<file path="src/rtl/adc_ram_sched_if.sv">
// rtl/adc_ram_sched_if.sv - writer/reader bank handshake and RAM access bundle
// Purpose: groups the ADC-capture (writer) and com-send (reader) handshakes.
// Ports (master = requesters, slave = scheduler):
//   wr_get/wr_rdy/wr_bank/wr_done/wr_stall  writer bank ownership handshake
//   wr_req/wr_ack/wr_off/wr_data            writer word access
//   rd_get/rd_rdy/rd_bank/rd_done           reader bank ownership handshake
//   rd_req/rd_ack/rd_off/rd_valid/rd_data   reader word access and data return
interface adc_ram_sched_if #(
  parameter int DATA_W = 16,
  parameter int OFF_W  = 10,
  parameter int BANK_W = 2
);
  logic              wr_get;
  logic              wr_rdy;
  logic [BANK_W-1:0] wr_bank;
  logic              wr_done;
  logic              wr_stall;
  logic              wr_req;
  logic              wr_ack;
  logic [OFF_W-1:0]  wr_off;
  logic [DATA_W-1:0] wr_data;
  logic              rd_get;
  logic              rd_rdy;
  logic [BANK_W-1:0] rd_bank;
  logic              rd_done;
  logic              rd_req;
  logic              rd_ack;
  logic [OFF_W-1:0]  rd_off;
  logic              rd_valid;
  logic [DATA_W-1:0] rd_data;

  modport master (
    output wr_get, wr_done, wr_req, wr_off, wr_data,
    output rd_get, rd_done, rd_req, rd_off,
    input  wr_rdy, wr_bank, wr_stall, wr_ack,
    input  rd_rdy, rd_bank, rd_ack, rd_valid, rd_data
  );

  modport slave (
    input  wr_get, wr_done, wr_req, wr_off, wr_data,
    input  rd_get, rd_done, rd_req, rd_off,
    output wr_rdy, wr_bank, wr_stall, wr_ack,
    output rd_rdy, rd_bank, rd_ack, rd_valid, rd_data
  );
endinterface

</file>
<file path="src/rtl/adc_ram_sched.sv">
// rtl/adc_ram_sched.sv - bank ring scheduler and round-robin arbiter for the shared sample RAM
// Purpose: hands RAM banks to writer and reader as a ring, tracks occupancy and
// fill level, and grants at most one RAM access per cycle.
// Ports:
//   clk, rst        clock, asynchronous active-high reset
//   bus (slave)     writer/reader handshakes and accesses
//   ram_en/ram_we   registered RAM strobes
//   ram_addr        registered {bank, offset}
//   ram_wdata       registered write data
//   ram_rdata       RAM read data, valid one cycle after ram_en
//   full_cnt        full banks waiting for the reader
//   err             sticky: access request without bank ownership
module adc_ram_sched #(
  parameter int DATA_W = 16,
  parameter int OFF_W  = 10,
  parameter int BANK_W = 2
) (
  input  logic                    clk,
  input  logic                    rst,
  adc_ram_sched_if.slave          bus,
  output logic                    ram_en,
  output logic                    ram_we,
  output logic [BANK_W+OFF_W-1:0] ram_addr,
  output logic [DATA_W-1:0]       ram_wdata,
  input  logic [DATA_W-1:0]       ram_rdata,
  output logic [BANK_W:0]         full_cnt,
  output logic                    err
);
  localparam int CW = BANK_W + 1;
  localparam logic [BANK_W:0] NBANK = {1'b1, {BANK_W{1'b0}}};

  typedef enum logic [1:0] {W_IDLE, W_WAIT, W_OWN} w_state_e;
  typedef enum logic [1:0] {R_IDLE, R_WAIT, R_OWN} r_state_e;

  w_state_e                w_state_q, w_state_d;
  r_state_e                r_state_q, r_state_d;
  logic [BANK_W-1:0]       wr_ptr_q, wr_ptr_d, rd_ptr_q, rd_ptr_d;
  logic [BANK_W-1:0]       wr_bank_q, wr_bank_d, rd_bank_q, rd_bank_d;
  logic [BANK_W:0]         occ_q, occ_d, full_cnt_q, full_cnt_d;
  logic                    rr_q, rr_d;
  logic                    ram_en_q, ram_en_d, ram_we_q, ram_we_d;
  logic [BANK_W+OFF_W-1:0] ram_addr_q, ram_addr_d;
  logic [DATA_W-1:0]       ram_wdata_q, ram_wdata_d;
  logic                    rd_valid_q, rd_valid_d;
  logic                    err_q, err_d;

  logic w_take, w_fill, r_take, r_free;
  logic wr_elig, rd_elig, grant_w, grant_r;

  always_comb begin
    w_state_d = w_state_q;
    wr_ptr_d  = wr_ptr_q;
    wr_bank_d = wr_bank_q;
    w_take    = 1'b0;
    w_fill    = 1'b0;
    case (w_state_q)
      W_IDLE: if (bus.wr_get) begin
        if (occ_q != NBANK) begin
          w_state_d = W_OWN;
          w_take    = 1'b1;
        end else begin
          w_state_d = W_WAIT;
        end
      end
      W_WAIT: if (occ_q != NBANK) begin
        w_state_d = W_OWN;
        w_take    = 1'b1;
      end
      W_OWN: if (bus.wr_done) begin
        w_state_d = W_IDLE;
        wr_ptr_d  = wr_ptr_q + BANK_W'(1);
        w_fill    = 1'b1;
      end
      default: w_state_d = W_IDLE;
    endcase
    if (w_take) wr_bank_d = wr_ptr_q;

    r_state_d = r_state_q;
    rd_ptr_d  = rd_ptr_q;
    rd_bank_d = rd_bank_q;
    r_take    = 1'b0;
    r_free    = 1'b0;
    case (r_state_q)
      R_IDLE: if (bus.rd_get) begin
        if (full_cnt_q != '0) begin
          r_state_d = R_OWN;
          r_take    = 1'b1;
        end else begin
          r_state_d = R_WAIT;
        end
      end
      R_WAIT: if (full_cnt_q != '0) begin
        r_state_d = R_OWN;
        r_take    = 1'b1;
      end
      R_OWN: if (bus.rd_done) begin
        r_state_d = R_IDLE;
        rd_ptr_d  = rd_ptr_q + BANK_W'(1);
        r_free    = 1'b1;
      end
      default: r_state_d = R_IDLE;
    endcase
    if (r_take) rd_bank_d = rd_ptr_q;

    // Both FSMs act on pre-edge counts, so a release is only seen by the
    // other side one cycle later; the guards above keep these from wrapping.
    occ_d      = occ_q + CW'(w_take) - CW'(r_free);
    full_cnt_d = full_cnt_q + CW'(w_fill) - CW'(r_take);

    // Round robin: on contention the side that was not granted last wins.
    wr_elig = bus.wr_req && (w_state_q == W_OWN);
    rd_elig = bus.rd_req && (r_state_q == R_OWN);
    grant_w = wr_elig && (!rd_elig || rr_q);
    grant_r = rd_elig && (!wr_elig || !rr_q);
    rr_d    = grant_w ? 1'b0 : (grant_r ? 1'b1 : rr_q);

    ram_en_d    = grant_w || grant_r;
    ram_we_d    = grant_w;
    ram_addr_d  = ram_addr_q;
    ram_wdata_d = ram_wdata_q;
    if (grant_w) begin
      ram_addr_d  = {wr_bank_q, bus.wr_off};
      ram_wdata_d = bus.wr_data;
    end else if (grant_r) begin
      ram_addr_d = {rd_bank_q, bus.rd_off};
    end

    // RAM returns data the cycle after the registered read strobe.
    rd_valid_d = ram_en_q && !ram_we_q;

    err_d = err_q || (bus.wr_req && (w_state_q != W_OWN))
                  || (bus.rd_req && (r_state_q != R_OWN));
  end

  always_ff @(posedge clk or posedge rst) begin
    if (rst) begin
      w_state_q   <= W_IDLE;
      r_state_q   <= R_IDLE;
      wr_ptr_q    <= '0;
      rd_ptr_q    <= '0;
      wr_bank_q   <= '0;
      rd_bank_q   <= '0;
      occ_q       <= '0;
      full_cnt_q  <= '0;
      rr_q        <= 1'b1;
      ram_en_q    <= 1'b0;
      ram_we_q    <= 1'b0;
      ram_addr_q  <= '0;
      ram_wdata_q <= '0;
      rd_valid_q  <= 1'b0;
      err_q       <= 1'b0;
    end else begin
      w_state_q   <= w_state_d;
      r_state_q   <= r_state_d;
      wr_ptr_q    <= wr_ptr_d;
      rd_ptr_q    <= rd_ptr_d;
      wr_bank_q   <= wr_bank_d;
      rd_bank_q   <= rd_bank_d;
      occ_q       <= occ_d;
      full_cnt_q  <= full_cnt_d;
      rr_q        <= rr_d;
      ram_en_q    <= ram_en_d;
      ram_we_q    <= ram_we_d;
      ram_addr_q  <= ram_addr_d;
      ram_wdata_q <= ram_wdata_d;
      rd_valid_q  <= rd_valid_d;
      err_q       <= err_d;
    end
  end

  assign bus.wr_rdy   = (w_state_q == W_OWN);
  assign bus.wr_stall = (w_state_q == W_WAIT);
  assign bus.wr_bank  = wr_bank_q;
  assign bus.wr_ack   = grant_w;
  assign bus.rd_rdy   = (r_state_q == R_OWN);
  assign bus.rd_bank  = rd_bank_q;
  assign bus.rd_ack   = grant_r;
  assign bus.rd_valid = rd_valid_q;
  assign bus.rd_data  = rd_valid_q ? ram_rdata : '0;

  assign ram_en    = ram_en_q;
  assign ram_we    = ram_we_q;
  assign ram_addr  = ram_addr_q;
  assign ram_wdata = ram_wdata_q;
  assign full_cnt  = full_cnt_q;
  assign err       = err_q;
endmodule

</file>
<file path="src/flat_wrapper.sv">
// flat-port wrapper written by rule: the top's interface ports become plain ports
module adc_ram_sched_flat 
#(
  parameter int DATA_W = 16,
  parameter int OFF_W  = 10,
  parameter int BANK_W = 2
)
  (clk, rst, ram_en, ram_we, ram_addr, ram_wdata, ram_rdata, full_cnt, err, bus_wr_get, bus_wr_done, bus_wr_req, bus_wr_off, bus_wr_data, bus_rd_get, bus_rd_done, bus_rd_req, bus_rd_off, bus_wr_rdy, bus_wr_bank, bus_wr_stall, bus_wr_ack, bus_rd_rdy, bus_rd_bank, bus_rd_ack, bus_rd_valid, bus_rd_data);
  adc_ram_sched_if #(.DATA_W(DATA_W), .OFF_W(OFF_W), .BANK_W(BANK_W)) bus_i ();
  input  logic clk;
  input  logic rst;
  output logic ram_en;
  output logic ram_we;
  output logic [BANK_W+OFF_W-1:0] ram_addr;
  output logic [DATA_W-1:0] ram_wdata;
  input  logic [DATA_W-1:0] ram_rdata;
  output logic [BANK_W:0] full_cnt;
  output logic err;
  input wire logic [$bits(bus_i.wr_get)-1:0] bus_wr_get;
  input wire logic [$bits(bus_i.wr_done)-1:0] bus_wr_done;
  input wire logic [$bits(bus_i.wr_req)-1:0] bus_wr_req;
  input wire logic [$bits(bus_i.wr_off)-1:0] bus_wr_off;
  input wire logic [$bits(bus_i.wr_data)-1:0] bus_wr_data;
  input wire logic [$bits(bus_i.rd_get)-1:0] bus_rd_get;
  input wire logic [$bits(bus_i.rd_done)-1:0] bus_rd_done;
  input wire logic [$bits(bus_i.rd_req)-1:0] bus_rd_req;
  input wire logic [$bits(bus_i.rd_off)-1:0] bus_rd_off;
  output wire logic [$bits(bus_i.wr_rdy)-1:0] bus_wr_rdy;
  output wire logic [$bits(bus_i.wr_bank)-1:0] bus_wr_bank;
  output wire logic [$bits(bus_i.wr_stall)-1:0] bus_wr_stall;
  output wire logic [$bits(bus_i.wr_ack)-1:0] bus_wr_ack;
  output wire logic [$bits(bus_i.rd_rdy)-1:0] bus_rd_rdy;
  output wire logic [$bits(bus_i.rd_bank)-1:0] bus_rd_bank;
  output wire logic [$bits(bus_i.rd_ack)-1:0] bus_rd_ack;
  output wire logic [$bits(bus_i.rd_valid)-1:0] bus_rd_valid;
  output wire logic [$bits(bus_i.rd_data)-1:0] bus_rd_data;
  assign bus_i.wr_get = bus_wr_get;
  assign bus_i.wr_done = bus_wr_done;
  assign bus_i.wr_req = bus_wr_req;
  assign bus_i.wr_off = bus_wr_off;
  assign bus_i.wr_data = bus_wr_data;
  assign bus_i.rd_get = bus_rd_get;
  assign bus_i.rd_done = bus_rd_done;
  assign bus_i.rd_req = bus_rd_req;
  assign bus_i.rd_off = bus_rd_off;
  assign bus_wr_rdy = bus_i.wr_rdy;
  assign bus_wr_bank = bus_i.wr_bank;
  assign bus_wr_stall = bus_i.wr_stall;
  assign bus_wr_ack = bus_i.wr_ack;
  assign bus_rd_rdy = bus_i.rd_rdy;
  assign bus_rd_bank = bus_i.rd_bank;
  assign bus_rd_ack = bus_i.rd_ack;
  assign bus_rd_valid = bus_i.rd_valid;
  assign bus_rd_data = bus_i.rd_data;
  adc_ram_sched #(.DATA_W(DATA_W), .OFF_W(OFF_W), .BANK_W(BANK_W)) u_core (.clk(clk), .rst(rst), .bus(bus_i), .ram_en(ram_en), .ram_we(ram_we), .ram_addr(ram_addr), .ram_wdata(ram_wdata), .ram_rdata(ram_rdata), .full_cnt(full_cnt), .err(err));
endmodule
</file>
<file path="config.mk">
export PLATFORM = sky130hd
export DESIGN_NAME = adc_ram_sched_flat
export DESIGN_NICKNAME = d
export VERILOG_FILES = /design/src/rtl/adc_ram_sched_if.sv /design/src/rtl/adc_ram_sched.sv /design/src/flat_wrapper.sv
export SDC_FILE = /design/constraint.sdc
export NUM_CORES = 1
export LEC_CHECK = 0
export ABC_AREA = 1
export BUFFER_PORTS_ARGS = -buffer_cell sky130_fd_sc_hd__buf_2
export CORE_MARGIN = 4
export CORE_UTILIZATION = 40
export DETAILED_ROUTE_END_ITERATION = 16
export PLACE_DENSITY_LB_ADDON = 0.3
export SETUP_SLACK_MARGIN = 0.02
export SYNTH_ARGS = -nofsm -noshare
export SYNTH_HDL_FRONTEND = slang
export SYNTH_SLANG_ARGS = --single-unit
</file>
<file path="constraint.sdc">
create_clock -name clk -period 2.9 [get_ports clk]
set_clock_uncertainty 0.2 [all_clocks]
set_input_delay 0.58 -clock clk [delete_from_list [all_inputs] [get_ports clk]]
set_output_delay 0.58 -clock clk [all_outputs]
set_load 0.01 [all_outputs]
</file>
Word level (Yosys, flattened, before mapping). Index checks and enable logic that the tools add are counted.

Word-level logic and storage cells: 83. Output and inout bits: 60. Bits of input ports: 60. Register bits after elaboration: 51.

Reduce and logical (&&, ||, !) cells: 24. Mux-type cells: 25. Add/subtract/negate cells: 6. Equality and inequality tests: 13.

Operator list (count): $mux 12 (2); $mux 16 (1); $mux 2 (8); $ne 2x2->1 const B (6); $pmux 2 s3 (2); $mux 1 (10); $logic_and 1x1->1 (7); $add 3x1->3 (2); $reduce_and 3->1 (2); $sub 3x1->3 (2); $logic_or 1x1->1 (5); $add 2x1->2 const B (2); $eq 2x1->1 const B (2); $eq 2x2->1 const B (2); $logic_not 1->1 (4); $logic_not 2->1 (2); $ne 2x1->1 const B (2); $pmux 1 s2 (2); $reduce_and 2->1 (2); $ne 3x3->1 const B (1); $reduce_bool 3->1 (1); $reduce_bool 2->1 (1).

Longest topological paths before layout.
Word-level depth: 7. Mapped depth: 10. Depth with buffers taken out: 10.

Worst setup path after synthesis. Ideal clock, no wire load.

Kind: in2reg. Start point: input port bus_rd_get. End point: register u_core.full_cnt_q[2], in the netlist u_core.full_cnt[2]. Setup slack: 554 ps. Buffers on the path: 0. Cell stages on the path: 9. Library setup time: 129 ps. Arrival: 2017 ps. Data required time: 2571 ps. Cell sequence: nor2_1 nand3b_1 inv_1 ha_1 inv_1 ha_1 fa_1 xnor2_1 xor2_1.

Word-level cells in the longest chain between the ends: 3.

RTL lines: from (decl) (RTL line flat_wrapper.sv:24) `input wire logic [$bits(bus_i.rd_get)-1:0] bus_rd_get;`; $mux 1 (RTL line adc_ram_sched.sv:84) `R_IDLE: if (bus.rd_get) begin`; $pmux 1 s2 (RTL line adc_ram_sched.sv:83) `case (r_state_q)`; named net u_core.r_take (RTL line adc_ram_sched.sv:47) `logic w_take, w_fill, r_take, r_free;`; $sub 3x1->3 (RTL line adc_ram_sched.sv:108) `full_cnt_d = full_cnt_q + CW'(w_fill) - CW'(r_take);`; named net u_core.full_cnt_d[2] (RTL line adc_ram_sched.sv:39) `logic [BANK_W:0] occ_q, occ_d, full_cnt_q, full_cnt_d;`; to (signal assigned) (RTL line adc_ram_sched.sv:160) `full_cnt_q <= full_cnt_d;`; to (decl) (RTL line adc_ram_sched.sv:39).

The timed path passes the listed nets, and every way through them passes these cells. A chain may end at the register's enable or synchronous reset.

Worst setup path after layout.
Start point: register u_core.w_state_q[0]. End point: output port bus_wr_ack.

Word-level cells in the longest chain between the ends: 3.

RTL lines: from (decl) (RTL line adc_ram_sched.sv:35) `w_state_e w_state_q, w_state_d;`; from (signal assigned) (RTL line adc_ram_sched.sv:153) `w_state_q <= w_state_d;`; $eq 2x2->1 (RTL line adc_ram_sched.sv:111) `wr_elig = bus.wr_req && (w_state_q == W_OWN);`; $logic_and 1x1->1 (RTL line adc_ram_sched.sv:111); $logic_and 1x1->1 (RTL line adc_ram_sched.sv:113) `grant_w = wr_elig && (!rd_elig || rr_q);`; to (decl) (RTL line flat_wrapper.sv:31) `output wire logic [$bits(bus_i.wr_ack)-1:0] bus_wr_ack;`.

No other way between the ends.

==> results_dict.tcl <==
set metrics [dict create \
    crit_fanout 19 \
    rsz0062_at_grt "no" \
    synthXorXnorAreaFrac_pct 2.863 \
    initial_utilization_pct 41.34 \
    worst_pin_slew_ps 556.7 \
    synthMuxAreaShare_pct 0 \
    antenna_cells 0 \
    first_pass_iters 4 \
    cts_buffers 5 \
    leakage_nw 1.991 \
    yosys.cell_types.count 28 \
    cts.path.max_buffers 2 \
    tritoncts "yes" \
    coreArea_sq_um 5921 \
    synth_top_family_by_area "simple AND/OR/NAND/NOR gates" \
    clk_pin_slew_worst_paths_ps 100 \
    die_h_um 86.22 \
    syn_area_sq_um 2447 \
    ant_nets 0 \
    cts_resized 0 \
    hp-class "in2async" \
    finalPower_mw 3.285 \
    io_pins 120 \
    fin_crit_ps 2401 \
    drv_slew 0 \
    tns_ps 0 \
    dp.final_hpwl_um 4737 \
    synthAdderAreaFrac_pct 3.681 \
    cp-end-kind "output pin" \
    antenna_found_initial 0 \
    grt_overflow 0 \
    final_cell_mix "119 x buf_2, 103 x nand2_1, 50 x dfrtp_1" \
    synth_top_cells_by_area "dfrtp_1 51%, nand2_1 16%, inv_1 7.5%, nand3_1 4.9%, nor2_1 2.1%" \
    yosysTopAreaCellShare_pct 51.12 \
    wl_per_cell_um 12.71 \
    hold_buffers 0 \
    dp_cells 481 \
    power_density_nw_per_um2 1022 \
    syn_nets 358 \
    gp_congestion 0.7671 \
    yosys_warnings 0 \
    synth-simple-area-share_pct 27.61 \
    swShare_pct 41.31 \
    start_kind "flop" \
    wl_um 6214 \
    synth-seq-area-share_pct 52.20 \
    finalHoldViolCount 0 \
    status "complete, no violations" \
    vias 2211 \
    design_area_sq_um 3216 \
    drive_gt1_share_pct 35.02 \
    period_share_pct 82.79 \
    place_area_sq_um 3094 \
    synth_top_cell_by_area "dfrtp_1" \
    power_frac_comb_pct 45.0 \
    die_x_um 86.22 \
    die-area_sq_um 7434 \
    cp.arrival_ps 1620 \
    ir_drop_v 0.0005026 \
    grt_pass1_vias 2195 \
    final_common_cell "buf_2" \
    netlist_instances 292 \
    avgSynthCellArea_sq_um 8.381 \
    switchingPower_mw 1.357 \
    final_nets 479 \
    worstSkewPairLatency_ps 300 \
    slew_headroom_pct 62.83 \
    clockRootBuffer "clkbuf_8" \
    numClockSinks 51 \
    drtIter0Drc 44 \
    crit_required_ps 2120 \
    grt_usage_pct 16.82 \
    rows 28 \
    timing.fmax_mhz 416.5 \
    synth_compound_area_share_pct 2.658 \
    p_int_mw 1.928 \
    setup_violations 0 \
    portBuffers 119 \
    crit_type "reg2out" \
    htreeDepth 2 \
    synth-seq-cells 51 \
    drc 0 \
    clkPwrFrac_pct 16.0 \
    instances_no_fill 489 \
    viasPerCell 4.521 \
    cts_setup_buffers 0 \
    pwr-share-seq_pct 39.1 \
    maxCapViolCount 0 \
    grt_pass1_wl_um 9798 \
    synthToLayoutAreaGrowth_pct 31.39 \
    grt_max_degree 28 \
]
[per-stage QoR]
stage	hold slack, ps	setup WS [ps]	utilization [%]
after floorplan	224.8	554.0	-
after global placement	212.4	393.1	52.26
after detailed placement	243.5	378.6	52.26
after CTS	133.6	466.3	54.31
after global routing	161.8	345.4	54.31
final	114.2	499.2	54.31
[flip-flops by register name, summed over array words and instances, names as in the netlist, 3 cells and up]
register and cells:
u_core.ram_wdata 16, u_core.ram_addr 12, u_core.full_cnt 3, u_core.occ_q 3
[area by class of cell]
type / count / area (sq um)
multi-input cells: 180 / 900.9
clock inverters: 2 / 38.79
inverters: 52 / 196.4
clock buffers: 6 / 82.58
repair buffers: 123 / 625.6
flip-flops and latches: 51 / 1277
well taps: 75 / 93.84
fillers: 578 / 2705
[layer usage]
layer | wire, um | vias to the layer above | GRT usage, %
li1 | - | 1112 | -
met3 | 544 | 8 | 4.563
met2 | 3155 | 82 | 31.39
met4 | 89 | 0 | 4.958
met1 | 2425 | 1009 | 18.60
met5 | 0 | - | 0
[kinds of logic after synthesis]
group	Yosys count
XOR/XNOR	8
buffers and inverters	61
adder cells (fa/ha/maj)	6
AO/OA/AOI/OAI	13
flip-flops	51
AND/OR/NAND/NOR	153
[power by group through the flow]
| stage | Clock, mW | Combinational [mW] | Sequential (mW) |
|---|---|---|---|
| final | 0.524 | 1.48 | 1.28 |
| after global routing | 0.573 | 1.68 | 1.33 |
| after detailed placement | 0 | 1.50 | 1.30 |
| after global placement | 0 | 1.46 | 1.29 |
| after CTS | 0.542 | 1.51 | 1.29 |
| after floorplan | 0 | 0.868 | 1.37 |
[critical path, cell delays in order, from the launching register on]
cell,delay [ps]
dfrtp_1,400
inv_1,130
nand3_4,160
nor2_4,410
buf_2,220
[cell usage after synthesis]
cell      number
a21oi_1        6
buf_2          2
buf_4          1
buf_6          3
clkbuf_1       2
clkbuf_8       1
clkinv_2       1
dfrtp_1       50
dfstp_2        1
fa_1           2
ha_1           4
inv_1         49
inv_2          2
nand2_1      103
nand2_2        2
nand2_4        1
nand3_1       24
nand3_2        1
nand3_4        2
nand3b_1       1
nor2_1        14
nor2_2         1
nor2_4         2
nor3_1         1
nor4_1         1
o21ai_0        7
xnor2_1        2
xor2_1         6
[path summary, 6_finish.rpt]
check                      slack (ps)                        endpoint                       startpoint  cells past startpoint
min                               110  u_core.wr_ptr_q[1]$_DFFE_PP0P_                              rst                      2
max in group asynchronous        1650  u_core.ram_addr[6]$_DFFE_PP0P_                              rst                      3
min in group clk                  260   u_core.bus.rd_valid$_DFF_PP0_          u_core.ram_we$_DFF_PP0_                      1
max                               500                      bus_wr_ack  u_core.w_state_q[0]$_DFFE_PP0P_                      4
min reg2reg                       260   u_core.bus.rd_valid$_DFF_PP0_          u_core.ram_we$_DFF_PP0_                      1
max reg2reg                       580    u_core.full_cnt[2]$_DFF_PP0_  u_core.r_state_q[0]$_DFFE_PP0P_                      9
Power figures use the tool's default switching activity.
